### src/rtl/load_manager_axil.sv
// ---------------------------------------------------------------------------
// Module: load_manager_axil
// Purpose:
//   AXI4-Lite slave that balances requests across three FPGA workers.
//   Software programs each worker's station number and then writes REQUEST.
//   The block picks the worker with the smallest load counter (ties go to the
//   lowest index), publishes its station number in STATION_NO and bumps that
//   worker's counter, which saturates at all-ones.
//
// Register map (byte offsets, addr[1:0] ignored):
//   0x00/0x04/0x08  FPGA1..3 station number (RW, byte strobes honoured)
//   0x0C/0x10/0x14  LOAD1..3 counters (RO, any write clears the counter)
//   0x18            REQUEST (write wdata[0]=1 to assign, reads 0)
//   0x1C            STATION_NO (RO)
//   other offsets   read 0, writes ignored, response OKAY
//
// Ports:
//   clk, resetn                  clock and synchronous active-low reset
//   s_axi_aw*/s_axi_w*/s_axi_b*  AXI4-Lite write address, data, response
//   s_axi_ar*/s_axi_r*           AXI4-Lite read address and data
// ---------------------------------------------------------------------------
module load_manager_axil #(
    parameter int ADDR_WIDTH = 8,
    parameter int CNT_WIDTH  = 16
) (
    input  logic                  clk,
    input  logic                  resetn,
    input  logic [ADDR_WIDTH-1:0] s_axi_awaddr,
    input  logic                  s_axi_awvalid,
    output logic                  s_axi_awready,
    input  logic [31:0]           s_axi_wdata,
    input  logic [3:0]            s_axi_wstrb,
    input  logic                  s_axi_wvalid,
    output logic                  s_axi_wready,
    output logic [1:0]            s_axi_bresp,
    output logic                  s_axi_bvalid,
    input  logic                  s_axi_bready,
    input  logic [ADDR_WIDTH-1:0] s_axi_araddr,
    input  logic                  s_axi_arvalid,
    output logic                  s_axi_arready,
    output logic [31:0]           s_axi_rdata,
    output logic [1:0]            s_axi_rresp,
    output logic                  s_axi_rvalid,
    input  logic                  s_axi_rready
);

    logic                  r_alive;
    logic                  r_awCaptured;
    logic                  r_wCaptured;
    logic                  r_bvalid;
    logic [ADDR_WIDTH-1:2] r_awAddr;
    logic [31:0]           r_wData;
    logic [3:0]            r_wStrb;
    logic [31:0]           r_station [3];
    logic [CNT_WIDTH-1:0]  r_load [3];
    logic [31:0]           r_stationNo;
    logic                  r_rvalid;
    logic [31:0]           r_rdata;

    logic                  w_awready;
    logic                  w_wready;
    logic                  w_arready;
    logic                  w_commit;
    logic                  w_wrInRange;
    logic [2:0]            w_wrIndex;
    logic                  w_rdInRange;
    logic [2:0]            w_rdIndex;
    logic [1:0]            w_selIdx;
    logic [31:0]           w_selStation;
    logic [31:0]           w_rdataNext;
    logic                  w_unused;

    // r_alive keeps every ready low while reset is applied and for the
    // first edge after it, so no handshake can straddle reset release.
    assign w_awready = r_alive && !r_awCaptured && !r_bvalid;
    assign w_wready  = r_alive && !r_wCaptured  && !r_bvalid;
    assign w_arready = r_alive && !r_rvalid;
    assign w_commit  = r_awCaptured && r_wCaptured && !r_bvalid;

    // Only offsets 0x00..0x1C are backed by registers.
    assign w_wrInRange = (r_awAddr[ADDR_WIDTH-1:5] == '0);
    assign w_wrIndex   = r_awAddr[4:2];
    assign w_rdInRange = (s_axi_araddr[ADDR_WIDTH-1:5] == '0);
    assign w_rdIndex   = s_axi_araddr[4:2];

    assign w_unused = ^{s_axi_awaddr[1:0], s_axi_araddr[1:0]};

    assign s_axi_awready = w_awready;
    assign s_axi_wready  = w_wready;
    assign s_axi_bvalid  = r_bvalid;
    assign s_axi_bresp   = 2'b00;
    assign s_axi_arready = w_arready;
    assign s_axi_rvalid  = r_rvalid;
    assign s_axi_rdata   = r_rdata;
    assign s_axi_rresp   = 2'b00;

    // Least-loaded worker; the <= comparisons give ties to the lower index.
    always_comb begin
        w_selIdx = 2'd2;
        if (r_load[0] <= r_load[1] && r_load[0] <= r_load[2]) begin
            w_selIdx = 2'd0;
        end else if (r_load[1] <= r_load[2]) begin
            w_selIdx = 2'd1;
        end
    end

    always_comb begin
        case (w_selIdx)
            2'd0:    w_selStation = r_station[0];
            2'd1:    w_selStation = r_station[1];
            default: w_selStation = r_station[2];
        endcase
    end

    // Write channel: AW and W are captured independently, the write commits
    // one edge after both are held, and no new beat is taken until the
    // response has been accepted.
    always_ff @(posedge clk) begin
        if (!resetn) begin
            r_alive      <= 1'b0;
            r_awCaptured <= 1'b0;
            r_wCaptured  <= 1'b0;
            r_bvalid     <= 1'b0;
            r_awAddr     <= '0;
            r_wData      <= '0;
            r_wStrb      <= '0;
        end else begin
            r_alive <= 1'b1;
            if (s_axi_awvalid && w_awready) begin
                r_awCaptured <= 1'b1;
                r_awAddr     <= s_axi_awaddr[ADDR_WIDTH-1:2];
            end
            if (s_axi_wvalid && w_wready) begin
                r_wCaptured <= 1'b1;
                r_wData     <= s_axi_wdata;
                r_wStrb     <= s_axi_wstrb;
            end
            if (w_commit) begin
                r_awCaptured <= 1'b0;
                r_wCaptured  <= 1'b0;
                r_bvalid     <= 1'b1;
            end else if (r_bvalid && s_axi_bready) begin
                r_bvalid <= 1'b0;
            end
        end
    end

    // Register file, load counters and the assignment itself, all updated
    // on the commit edge.
    always_ff @(posedge clk) begin
        if (!resetn) begin
            for (int i = 0; i < 3; i++) begin
                r_station[i] <= '0;
                r_load[i]    <= '0;
            end
            r_stationNo <= '0;
        end else if (w_commit && w_wrInRange) begin
            for (int i = 0; i < 3; i++) begin
                if (w_wrIndex == 3'(i)) begin
                    for (int b = 0; b < 4; b++) begin
                        if (r_wStrb[b]) begin
                            r_station[i][8*b +: 8] <= r_wData[8*b +: 8];
                        end
                    end
                end
                if (w_wrIndex == 3'(i + 3)) begin
                    r_load[i] <= '0;
                end
            end
            if (w_wrIndex == 3'd6 && r_wData[0]) begin
                r_stationNo <= w_selStation;
                for (int i = 0; i < 3; i++) begin
                    if (w_selIdx == 2'(i) && r_load[i] != '1) begin
                        r_load[i] <= r_load[i] + CNT_WIDTH'(1);
                    end
                end
            end
        end
    end

    // Read data mux, sampled on the AR handshake.
    always_comb begin
        w_rdataNext = '0;
        if (w_rdInRange) begin
            case (w_rdIndex)
                3'd0:    w_rdataNext = r_station[0];
                3'd1:    w_rdataNext = r_station[1];
                3'd2:    w_rdataNext = r_station[2];
                3'd3:    w_rdataNext = 32'(r_load[0]);
                3'd4:    w_rdataNext = 32'(r_load[1]);
                3'd5:    w_rdataNext = 32'(r_load[2]);
                3'd7:    w_rdataNext = r_stationNo;
                default: w_rdataNext = '0;
            endcase
        end
    end

    // Read channel: data is registered one edge after AR and held until
    // the master takes it.
    always_ff @(posedge clk) begin
        if (!resetn) begin
            r_rvalid <= 1'b0;
            r_rdata  <= '0;
        end else if (s_axi_arvalid && w_arready) begin
            r_rvalid <= 1'b1;
            r_rdata  <= w_rdataNext;
        end else if (r_rvalid && s_axi_rready) begin
            r_rvalid <= 1'b0;
        end
    end

endmodule

### config.mk
export PLATFORM = sky130hd
export DESIGN_NAME = load_manager_axil
export DESIGN_NICKNAME = d
export VERILOG_FILES = /design/src/rtl/load_manager_axil.sv
export SDC_FILE = /design/constraint.sdc
export NUM_CORES = 1
export LEC_CHECK = 0
export CAP_MARGIN = 10
export CORE_MARGIN = 1
export CORE_UTILIZATION = 45
export CTS_BUF_LIST = sky130_fd_sc_hd__clkbuf_2 sky130_fd_sc_hd__clkbuf_4 sky130_fd_sc_hd__clkbuf_8
export DETAILED_ROUTE_END_ITERATION = 16
export GPL_ROUTABILITY_DRIVEN = 0
export GPL_TIMING_DRIVEN = 0
export PLACE_DENSITY = 0.61
export RECOVER_POWER = 100
export SETUP_SLACK_MARGIN = 0.05
export SYNTH_ARGS = -nofsm -noshare
export SYNTH_HDL_FRONTEND = slang
export SYNTH_SLANG_ARGS = --single-unit
### constraint.sdc
create_clock -name clk -period 4.8 [get_ports clk]
set_clock_uncertainty 0.1 [all_clocks]
set_input_delay 0.96 -clock clk [delete_from_list [all_inputs] [get_ports clk]]
set_output_delay 0.96 -clock clk [all_outputs]
set_load 0.02 [all_outputs]
# Yosys cells after proc, flatten, opt, wreduce, memory -nomap -nowiden
# Memories as Yosys holds them, arrays and structs flattened.
# Cells that the tools add are included.
[totals]
register_bits = 111
ram_bits = 144
output_inout_bits = 41
word_cells = 193
memories = 2
[classes]
add_sub_neg = 3
order_cmp = 3
eq_ne = 17
n_mux = 108
n_bitwise = 19
n_reduce_logical = 31
[memory_table]
columns = ["name", "depth", "word_bits", "rd", "rd_ports_with_merged_regs", "wr", "line", "text"]
rows = [
  ["r_station", 3, 32, 3, 0, 3, "54", "logic [31:0] r_station [3];"],
  ["r_load", 3, 16, 3, 0, 3, "55", "logic [CNT_WIDTH-1:0] r_load [3];"],
]
[ops]
columns = ["op", "n"]
rows = [
  ["case mux 32 bit (7 select lines)", 1],
  ["two-way mux 16 bit", 6],
  ["two-way mux 8 bit", 12],
  ["two-way mux 1 bit", 85],
  ["case mux 32 bit (2 select lines)", 1],
  ["adder 16 x 1 -> 16 bit (second input constant)", 3],
  ["<= comparator 16 bit", 3],
  ["inequality test 16 bit (second input constant)", 3],
  ["two-way mux 32 bit", 1],
  ["equality test 3 bit (second input constant)", 6],
  ["logical AND 1 bit", 18],
  ["OR 1 bit", 18],
  ["equality test 3 x 2 -> 1 bit (second input constant)", 4],
  ["zero test 3 bit", 4],
  ["equality test 3 x 1 -> 1 bit (second input constant)", 2],
  ["zero test 1 bit", 4],
  ["two-way mux 2 bit", 2],
  ["nonzero test 2 bit", 2],
  ["equality test 2 x 1 -> 1 bit (second input constant)", 1],
  ["equality test 2 bit (second input constant)", 1],
  ["zero test 2 bit", 1],
  ["AND reduction 2 bit", 1],
  ["OR reduction 2 bit", 1],
  ["NOT 1 bit", 1],
]

# Depth between registers and ports, before layout
# Gate-level depths: netlist of the first run.
# An unclocked memory read counts as a cell.
[logic_depth]
word_depth = 12
ltp_mapped = 12
depth_no_buf = 9

# Worst setup path before layout of the first run
# Ideal clock, no wire load.
[synth_path]
path_type = "reg-to-reg"
startpoint = "reg r_bvalid (netlist: s_axi_bvalid)"
endpoint = "mem r_load[1][0] (netlist: r_load[0][16]) (enable)"
t_arrival_ns = 2.960
setup_slack_ns = 1.293
stages_incl_launch_ff = 6
n_path_buf = 0
period_less_slack_ns = 3.507
cell_sequence = "dfxtp_1 > inv_1 > nand2_1 > nor4b_1 > nand2_1 > o311ai_0"
[synth_lines]
columns = ["item", "line", "text"]
rows = [
  ["from (decl)", "50", "logic r_bvalid;"],
  ["from (signal assigned)", "123", "r_bvalid <= 1'b0;"],
  ["from (signal assigned)", "141", "r_bvalid <= 1'b1;"],
  ["from (signal assigned)", "143", "r_bvalid <= 1'b0;"],
  ["to (decl)", "55", ""],
]

==> results.py, run 1 <==
metrics = {
    "outcome": {
        "status": "complete, but fails checks",
        "violations": "max-capacitance violations, max-slew violations",
    },
    "critical_path": {
        "cp-end-kind": "flop",
        "critPathRequiredTime_ns": 4.91,
        "critical_path_arrival_ns": 4.48,
        "crit_fanout": 11,
        "critPathLaunchType": "input port",
        "worstSetupPathType": "in -> reg",
    },
    "grt": {
        "grt_overflow": 0,
        "grt_usage": 0.278,
        "grt_pass1_vias": 10300,
        "antenna_found_initial": 0,
        "grt_pass1_wl_mm": 60.5,
        "grt_max_degree": 17,
    },
    "clock_network": {
        "tritoncts": "yes",
        "clkLatencyLatePin_ns": 0.59,
        "numClockSinks": 255,
        "cts-htree-levels": 2,
        "holdBufCountCts": 0,
        "cts_resized": 0,
        "clk_pin_slew_ns": 0.07,
        "cts_buffers": 45,
        "cts.root.buffer_cell": "clkbuf_8",
        "clk_path_buf_depth": 3,
        "post_cts_buffers": 0,
    },
    "yosys": {
        "synth-simple-area-share": 0.165,
        "synthArstFlopShare": 0,
        "synthXorXnorAreaFrac": 0.0281,
        "ys_top_cells_by_area": "edfxtp_1 34%, dfxtp_1 17%, nand2_1 5.3%",
        "synth_top_cell_area_share": 0.339,
        "synth_top_family_by_area": "compound AO/OA/AOI/OAI gates",
        "synth.distinct_cells": 55,
        "synth_cells": 1290,
        "synth_adder_area_share": 0.0500,
        "seq_area_frac_synth": 0.513,
        "synth-compound-area-share": 0.169,
        "synth.area.mux_share": 0.0317,
        "avgSynthCellArea_um2": 9.90,
        "yosysWarnings": 0,
        "synth-seq-cells": 255,
        "synth_area_um2": 12800,
        "synthTopCellsByCount": "179 x nand2_1, 144 x edfxtp_1, 113 x nor2_1, 111 x dfxtp_1, 108 x a21oi_1",
        "synth_edf_count": 144,
        "synth_top_cell_by_area": "edfxtp_1",
        "yosys.cell_count.top_type": "nand2_1",
        "yosys_most_used_dff": "edfxtp_1",
    },
    "sta": {
        "timing.hold.ws_ns": 0.351,
        "final_max_slew_viol_count": 7,
        "period_share": 0.910,
        "hold_viol": 0,
        "max_freq_mhz": 229,
        "tightestPinTransition_ns": 2.12,
        "max_slew_margin": -0.428,
        "setup-tns-final_ns": 0,
        "rsz0062_at_grt": "no",
        "setup_violations": 0,
        "period_minus_slack_ns": 4.37,
    },
    "power": {
        "power_mw": 4.98,
        "peakVddDrop_mv": 0.206,
        "cellPowerDensity_nw_per_um2": 329,
        "leakagePower_nw": 5.74,
    },
    "final_layout": {
        "regArea_um2": 6550,
        "fin_nets": 1545,
        "finalInstanceArea_um2": 15100,
        "nFillCells": 2584,
        "syn_to_final_growth_pct": 18.5,
        "multi_input_area_um2": 5670,
        "instances_no_fill": 1850,
        "antenna-diode-count": 0,
        "drive_gt1_frac": 0.0727,
    },
    "die": {
        "die_h_um": 170,
        "dieWidth_um": 170,
        "core.rowCount": 61,
        "initial_utilization": 0.458,
        "die-area_um2": 29100,
        "core_area_um2": 27900,
        "io_pins": 100,
    },
    "routing": {
        "postRouteAntennaNets": 0,
        "drt-wirelength-per-cell_um": 21.3,
        "first_iter_violations": 1072,
        "vias": 10700,
        "wirelength_mm": 39.5,
        "via_per_inst": 5.77,
        "dr.pass1.iters": 6,
        "drc": 0,
    },
    "placement": {
        "io_buffer_count": 91,
        "dpl-instance-area_um2": 14200,
        "placed_cells": 1765,
        "dp_hpwl_mm": 28.7,
    },
    "worst_hold_path": {
        "hold_class": "reg -> reg",
    },
    "flow_run": {
        "cap_violations": 1,
    },
}
logic make-up (layout without fill, tap and decap cells):
| kind of cell | after synthesis | in the layout |
|---|---|---|
| AOI/OAI and AO/OA | 318 | 318 |
| xor gates and xnor gates | 41 | 41 |
| adders and majority gates | 51 | 51 |
| buffers and inverters | 135 | 314 |
| DFF | 255 | 255 |
| muxes | 34 | 34 |
| other | 1 | 4 |
| and+or+nand+nor | 455 | 455 |
registers in the layout (all words and copies together), names as in the netlist:
signal / flops
s_axi_bvalid: 1
r_station: 96
r_wCaptured: 1
r_wStrb: 4
r_load: 48
r_alive: 1
s_axi_rvalid: 1
r_wData: 32
r_stationNo: 32
r_awCaptured: 1
r_awAddr: 6
s_axi_rdata: 32
worst paths after layout:
path                start            end  slack (ns)  cells past startpoint
max reg2reg  r_load[0][7]  r_load[0][39]        0.45                      8
min reg2reg    r_wData[7]     r_wData[7]        0.35                      2
max                resetn  r_load[0][39]        0.43                      8
min            r_wData[7]     r_wData[7]        0.35                      2
power breakdown:
part	internal [mW]	switching (mW)	total [mW]	leakage [nW]
clock network	1.18	0.933	2.11	0.509
registers	2.37	0.0615	2.43	2.39
logic	0.158	0.284	0.442	2.85
routing by layer:
metal,part of all wire,routed length [µm],GRT usage
met5,0,0,0
met1,0.43,16800,0.370
met4,0.034,1340,0.106
met3,0.077,3040,0.0528
met2,0.46,18300,0.449
metrics by stage:
stage	setup WS (ns)	util
final	0.433	0.543
after global routing	0.322	0.543
after floorplan	1.29	-
after CTS	0.791	0.544
after global placement	-0.682	0.508
after detailed placement	0.319	0.510
critical path, cell delays in order:
cell,delay (ns)
dlygate4sd3_1,0.55
clkbuf_1,0.30
inv_1,0.26
nor3_2,0.51
clkbuf_1,0.52
nand3_1,0.14
o311ai_0,0.60
clkbuf_1,0.62
cell type report:
cell class	count	area share
sequential	255	0.433
multi-input combinational	903	0.375
timing repair buffer	95	0.0617
clock buffer	73	0.0585
tap	378	0.0313
buffer	91	0.0255
inverter	44	0.0109
clock inverter	11	0.00455
cell usage in the layout (no fill, tap or decap), types with 6 or more instances in the layout:
cell	n
and2_0	41
xor2_1	9
dfxtp_1	111
a21oi_1	108
a21o_1	6
clkbuf_1	78
a221oi_1	12
a211oi_1	6
a22oi_1	38
nand2_1	179
nor4_1	6
o2111ai_1	32
clkbuf_8	54
buf_2	8
dlygate4sd3_1	40
and2_1	6
nor2b_1	11
o21bai_1	32
nor3_1	8
edfxtp_1	144
a32oi_1	32
xnor2_1	32
clkbuf_4	19
inv_1	43
nor2_1	113
nand4_1	18
nand3_1	28
clkdlybuf4s50_1	51
and3_1	30
mux2i_1	27
ha_1	51
o21ai_0	33
(Power assumes the default switching activity.)
==> run 2, diff against run 1 <==
--- a/config.mk
+++ b/config.mk
@@ -7,12 +7,12 @@
 export LEC_CHECK = 0
 export CAP_MARGIN = 10
 export CORE_MARGIN = 1
-export CORE_UTILIZATION = 45
+export CORE_UTILIZATION = 40
 export CTS_BUF_LIST = sky130_fd_sc_hd__clkbuf_2 sky130_fd_sc_hd__clkbuf_4 sky130_fd_sc_hd__clkbuf_8
 export DETAILED_ROUTE_END_ITERATION = 16
 export GPL_ROUTABILITY_DRIVEN = 0
 export GPL_TIMING_DRIVEN = 0
-export PLACE_DENSITY = 0.61
+export PLACE_DENSITY = 0.55
 export RECOVER_POWER = 100
 export SETUP_SLACK_MARGIN = 0.05
 export SYNTH_ARGS = -nofsm -noshare
==> run 2 against run 1 <==
Against the previous run:
- the flow still finishes with violations (max-capacitance violations, max-slew violations)
- sequential share of layout area shrank 0.12 points
- first-iteration DRC count shrank 13%
- critical path depth is the same
- global-route usage shrank 3.5 points
- final cell count grew 1.2%
- die area grew 12%
- combinational power is essentially flat
- clock power grew 2%
- total power grew 0.91%
- critical path type unchanged
- largest power group unchanged
- highest routed layer unchanged
==> results.py, run 2 (synthesis gave the netlist of run 1 again) <==
metrics = {
    "die": {
        "initial_utilization": 0.406,
        "core_area_um2": 31500,
        "io_pins": 100,
        "core.rowCount": 65,
        "die_h_um": 181,
        "dieWidth_um": 181,
        "die-area_um2": 32600,
    },
    "sta": {
        "setup-tns-final_ns": 0,
        "rsz0062_at_grt": "no",
        "period_minus_slack_ns": 4.31,
        "period_share": 0.899,
        "final_max_slew_viol_count": 8,
        "max_freq_mhz": 232,
        "setup_violations": 0,
        "max_slew_margin": -0.116,
        "hold_viol": 0,
        "tightestPinTransition_ns": 1.65,
    },
    "clock_network": {
        "cts_resized": 0,
        "holdBufCountCts": 0,
        "cts-htree-levels": 2,
        "numClockSinks": 255,
        "cts.root.buffer_cell": "clkbuf_8",
        "clkLatencyLatePin_ns": 0.58,
        "clk_path_buf_depth": 3,
        "post_cts_buffers": 0,
        "cts_buffers": 45,
        "clk_pin_slew_ns": 0.06,
        "tritoncts": "yes",
    },
    "critical_path": {
        "startpoint": "resetn",
        "reg2reg_slack_ns": 0.59,
        "worstSetupPathType": "in -> reg",
        "crit_fanout": 10,
        "critical_path_arrival_ns": 4.47,
        "critPathRequiredTime_ns": 4.96,
        "reg2reg_from": "r_load[0][42]",
        "critPathLaunchType": "input port",
        "cp-end-kind": "flop",
    },
    "power": {
        "leakagePower_nw": 5.74,
        "power_mw": 5.03,
        "peakVddDrop_mv": 0.188,
        "cellPowerDensity_nw_per_um2": 331,
    },
    "final_layout": {
        "nFillCells": 2962,
        "final_cell_mix": "179 x nand2_1, 144 x edfxtp_1, 113 x nor2_1",
        "fin_nets": 1545,
        "antenna-diode-count": 0,
        "multi_input_area_um2": 5670,
        "layout.cells.most_common": "nand2_1",
        "final_core_util": 0.482,
        "drive_gt1_frac": 0.0680,
        "reg_top3": "r_station (96), r_load (48)",
        "syn_to_final_growth_pct": 18.8,
        "largest-register": "r_station",
        "regArea_um2": 6550,
        "instances_no_fill": 1873,
        "largest_register_ffs": 96,
    },
    "grt": {
        "grt_overflow": 0,
        "grt_usage": 0.244,
        "grt_pass1_vias": 10300,
        "grt_max_degree": 17,
        "grt_pass1_wl_mm": 60.6,
        "antenna_found_initial": 0,
    },
    "outcome": {
        "status": "complete, but fails checks",
        "violations": "max-capacitance violations, max-slew violations",
    },
    "worst_hold_path": {
        "hold_class": "reg -> reg",
        "hold_path.startpoint": "r_wData[5]",
    },
    "routing": {
        "drc": 0,
        "postRouteAntennaNets": 0,
        "via_per_inst": 5.60,
        "dr.pass1.iters": 5,
        "drt-wirelength-per-cell_um": 21.3,
        "wirelength_mm": 39.8,
        "vias": 10500,
        "first_iter_violations": 933,
    },
    "placement": {
        "io_buffer_count": 91,
        "dp_hpwl_mm": 29.5,
        "placed_cells": 1790,
    },
    "flow_run": {
        "cap_violations": 1,
    },
}
run 2: cell type report:
class                   instances  area share
plain buffers                  91      0.0249
clock buffers                  61      0.0508
clock inverters                22      0.0129
inverters                      44      0.0109
multi-input cells             903       0.374
flip-flops and latches        255       0.431
well taps                     402      0.0332
repair buffers                 95      0.0623
run 2: per-layer routing:
layer,vias to the layer above,global-route usage,wire length (µm)
met5,-,0.00593,0
met4,0,0.0944,1210
met3,75,0.0471,2600
met2,383,0.396,18200
met1,5009,0.320,17800
li1,5017,-,-
run 2: power breakdown:
group / internal, mW / total, mW / switching, mW
registers: 2.37 / 2.43 / 0.0617
clock network: 1.22 / 2.15 / 0.939
logic: 0.158 / 0.443 / 0.284
run 2: through the flow:
step	setup slack [ns]	hold WS [ns]	instance area (µm²)
2_1_floorplan	1.29	0.330	12800
3_3_place_gp	-0.861	0.342	14200
3_5_place_dp	0.410	0.347	14200
4_1_cts	0.831	0.355	15200
5_1_grt	0.398	0.370	15200
6_report	0.486	0.351	15200
run 2: worst max-delay path, cell delays in order:
cell and delay, ns:
dlygate4sd3_1 0.54, clkbuf_1 0.35, inv_1 0.29, nor3_1 0.74
clkbuf_1 0.54, nand3_1 0.15, o311ai_1 0.50, buf_4 0.39
run 2: final timing paths:
kind	endpoint	cells past startpoint
setup / recovery	r_load[0][36]	8
hold / removal	r_wData[5]	2
setup reg to reg	r_load[0][6]	11
hold reg to reg	r_wData[5]	2
==> run 3, diff against run 2 <==
--- a/config.mk
+++ b/config.mk
@@ -5,6 +5,7 @@
 export SDC_FILE = /design/constraint.sdc
 export NUM_CORES = 1
 export LEC_CHECK = 0
+export ABC_AREA = 1
 export CAP_MARGIN = 10
 export CORE_MARGIN = 1
 export CORE_UTILIZATION = 40
==> constraint.sdc (replaced) <==
create_clock -name clk -period 4.8 [get_ports clk]
set_clock_uncertainty 0.1 [all_clocks]
set_input_delay 0.72 -clock clk [delete_from_list [all_inputs] [get_ports clk]]
set_output_delay 0.72 -clock clk [all_outputs]
set_load 0.02 [all_outputs]
==> run 3 against run 2 <==
Against the previous run:
- the flow still finishes with violations (max-capacitance violations, max-slew violations)
- sequential cell count unchanged
- first-iteration DRC count fell by 2.1%
- utilization down 0.29 points
- final cell count is 19% higher
- clock power decreased by 2%
- critical path type is now reg -> reg
- critical endpoint is now r_load[0][12]
- largest power group unchanged
==> results.py, run 3 <==
metrics = {
    "outcome": {
        "status": "complete, but fails checks",
        "violations": "max-capacitance violations, max-slew violations",
    },
    "final_layout": {
        "layout.cells.most_common": "nand2_1",
        "final_cell_mix": "399 x nand2_1, 170 x inv_1, 165 x nor2_1",
        "fin_nets": 1867,
        "instances_no_fill": 2235,
        "reg_top3": "r_station (96), r_load (48)",
        "drive_gt1_frac": 0.0753,
        "final_core_util": 0.479,
        "largest_register_ffs": 96,
        "antenna-diode-count": 0,
        "largest-register": "r_station",
        "syn_to_final_growth_pct": 18.1,
    },
    "die": {
        "initial_utilization": 0.406,
        "die-area_um2": 33700,
        "core.rowCount": 66,
        "core_area_um2": 32500,
        "io_pins": 100,
        "die_h_um": 183,
        "dieWidth_um": 183,
    },
    "critical_path": {
        "worst_path_largest_cell_delay_ns": 0.59,
        "crit_fanout": 10,
        "crit_slowest_cell": "clkbuf_1",
        "worstPathCellList": "inv_1, ha_1, nand4_1, nor3_1, nand3_1, nand2_1, nand4_1, nand3_1, clkbuf_1, clkbuf_1, nand2_2, inv_1",
        "cp-end-kind": "flop",
        "critical_path_arrival_ns": 4.36,
        "critPathRequiredTime_ns": 5.13,
        "worstSetupPathType": "reg -> reg",
        "critPathLaunchType": "flop",
    },
    "routing": {
        "drc": 0,
        "via_per_inst": 5.06,
        "first_iter_violations": 913,
        "postRouteAntennaNets": 0,
        "dr.pass1.iters": 5,
        "wirelength_mm": 39.3,
        "drt-wirelength-per-cell_um": 17.6,
        "vias": 11300,
    },
    "power": {
        "cellPowerDensity_nw_per_um2": 323,
        "power_mw": 5.02,
        "power_frac_seq": 0.487,
        "combPwrFrac": 0.092,
        "p_clk_frac": 0.421,
        "p_int_mw": 3.75,
        "net-switching-power_mw": 1.27,
        "leakagePower_nw": 6.77,
        "switching_share": 0.252,
        "peakVddDrop_mv": 0.149,
    },
    "sta": {
        "hold_viol": 0,
        "final_max_slew_viol_count": 6,
        "max_slew_margin": -0.140,
        "rsz0062_at_grt": "no",
        "max_freq_mhz": 248,
        "tightestPinTransition_ns": 1.69,
        "worst_slack_ns": 0.771,
        "setup_violations": 0,
        "period_minus_slack_ns": 4.03,
        "period_share": 0.839,
        "setup-tns-final_ns": 0,
    },
    "placement": {
        "dp_slack_ns": 0.640,
        "dp_hpwl_mm": 30.1,
        "io_buffer_count": 91,
        "placed_cells": 2151,
    },
    "grt": {
        "grt_pass1_wl_mm": 60.4,
        "grt_max_degree": 17,
        "grtUsageMet3": 0.0448,
        "grt_overflow": 0,
        "antenna_found_initial": 0,
        "grt_usage": 0.235,
        "grt_pass1_vias": 10600,
        "use_met2": 0.360,
        "grt-busiest-layer": "met2",
        "use_met1": 0.331,
    },
    "clock_network": {
        "numClockSinks": 255,
        "cts_buffers": 45,
        "cts-htree-levels": 2,
        "post_cts_buffers": 0,
        "clk_path_buf_depth": 3,
        "clkLatencyLatePin_ns": 0.58,
        "cts.root.buffer_cell": "clkbuf_8",
        "holdBufCountCts": 0,
        "cts_resized": 0,
        "tritoncts": "yes",
        "clk_pin_slew_ns": 0.06,
    },
    "yosys": {
        "yosys.cell_count.top_type": "nand2_1",
        "synth_top_family_by_area": "simple AND/OR/NAND/NOR gates",
        "synthTopCellsByCount": "390 x nand2_1, 165 x nor2_1, 162 x inv_1, 144 x edfxtp_1, 131 x nand3_1",
        "synth.distinct_cells": 48,
        "synth_edf_count": 144,
        "synth_top_cell_by_area": "edfxtp_1",
        "synthXorXnorAreaFrac": 0.0246,
        "seq_area_frac_synth": 0.497,
        "synth_top_cell_area_share": 0.328,
        "avgSynthCellArea_um2": 8.19,
        "synth_adder_area_share": 0.0485,
        "yosys_most_used_dff": "edfxtp_1",
        "synth_area_um2": 13200,
        "synth-simple-area-share": 0.251,
        "synth-seq-cells": 255,
        "synth.area.mux_share": 0,
        "synthArstFlopShare": 0,
        "yosysWarnings": 0,
        "synth-compound-area-share": 0.0964,
        "ys_top_cells_by_area": "edfxtp_1 33%, dfxtp_1 17%, nand2_1 11%",
        "synth_cells": 1609,
    },
    "worst_hold_path": {
        "hold_class": "reg -> reg",
    },
    "flow_run": {
        "cap_violations": 1,
    },
}
[run 3: final timing paths]
check / end / cells after the start / start / slack [ns]
setup / recovery: r_load[0][12] / 12 / r_load[0][27] / 0.77
hold reg to reg: s_axi_rdata[30] / 2 / s_axi_rdata[30] / 0.36
hold / removal: s_axi_rdata[30] / 2 / s_axi_rdata[30] / 0.36
setup reg to reg: r_load[0][12] / 12 / r_load[0][27] / 0.77
[run 3: power groups by stage]
stage	clock [mW]	combinational (mW)	sequential, mW
floorplan	0	0.286	2.46
detailed placement	0	0.468	2.49
CTS	2.17	0.470	2.44
finish	2.11	0.463	2.44
global route	2.26	0.510	2.45
global placement	0	0.461	2.49
[run 3: metrics by stage]
step	hold slack [ns]	cell area, µm²
after floorplan	0.344	13200
after global placement	0.354	14600
after detailed placement	0.356	14700
after CTS	0.365	15700
after global routing	0.378	15500
final	0.359	15500
[run 3: final cells by class]
class	instances	area (µm²)
plain buffers	77	319
clock buffers	73	886
clock inverters	10	78.8
fillers	3265	16900
inverters	191	717
multi-input cells	1089	5510
flip-flops and latches	255	6550
well taps	442	553
repair buffers	98	941
[run 3: cells by family after synthesis]
family	count (synthesis)
and+or+nand+nor	768
buffers and inverters	268
DFF	255
AOI/OAI and AO/OA	229
adders and majority gates	51
xor gates and xnor gates	37
other	1
[run 3: per-layer routing]
layer | routed length (µm) | up-vias
li1 | - | 5614
met1 | 18100 | 5217
met2 | 17300 | 414
met3 | 2980 | 55
met4 | 1020 | 0
met5 | 0 | -
[run 3: critical path: cells and delay by family, from the launching register on]
family        cells  cell delay (ns)
simple gates      7             1.54
buf+inv           4             1.36
flops             1             0.54
fa+ha+maj         1             0.34
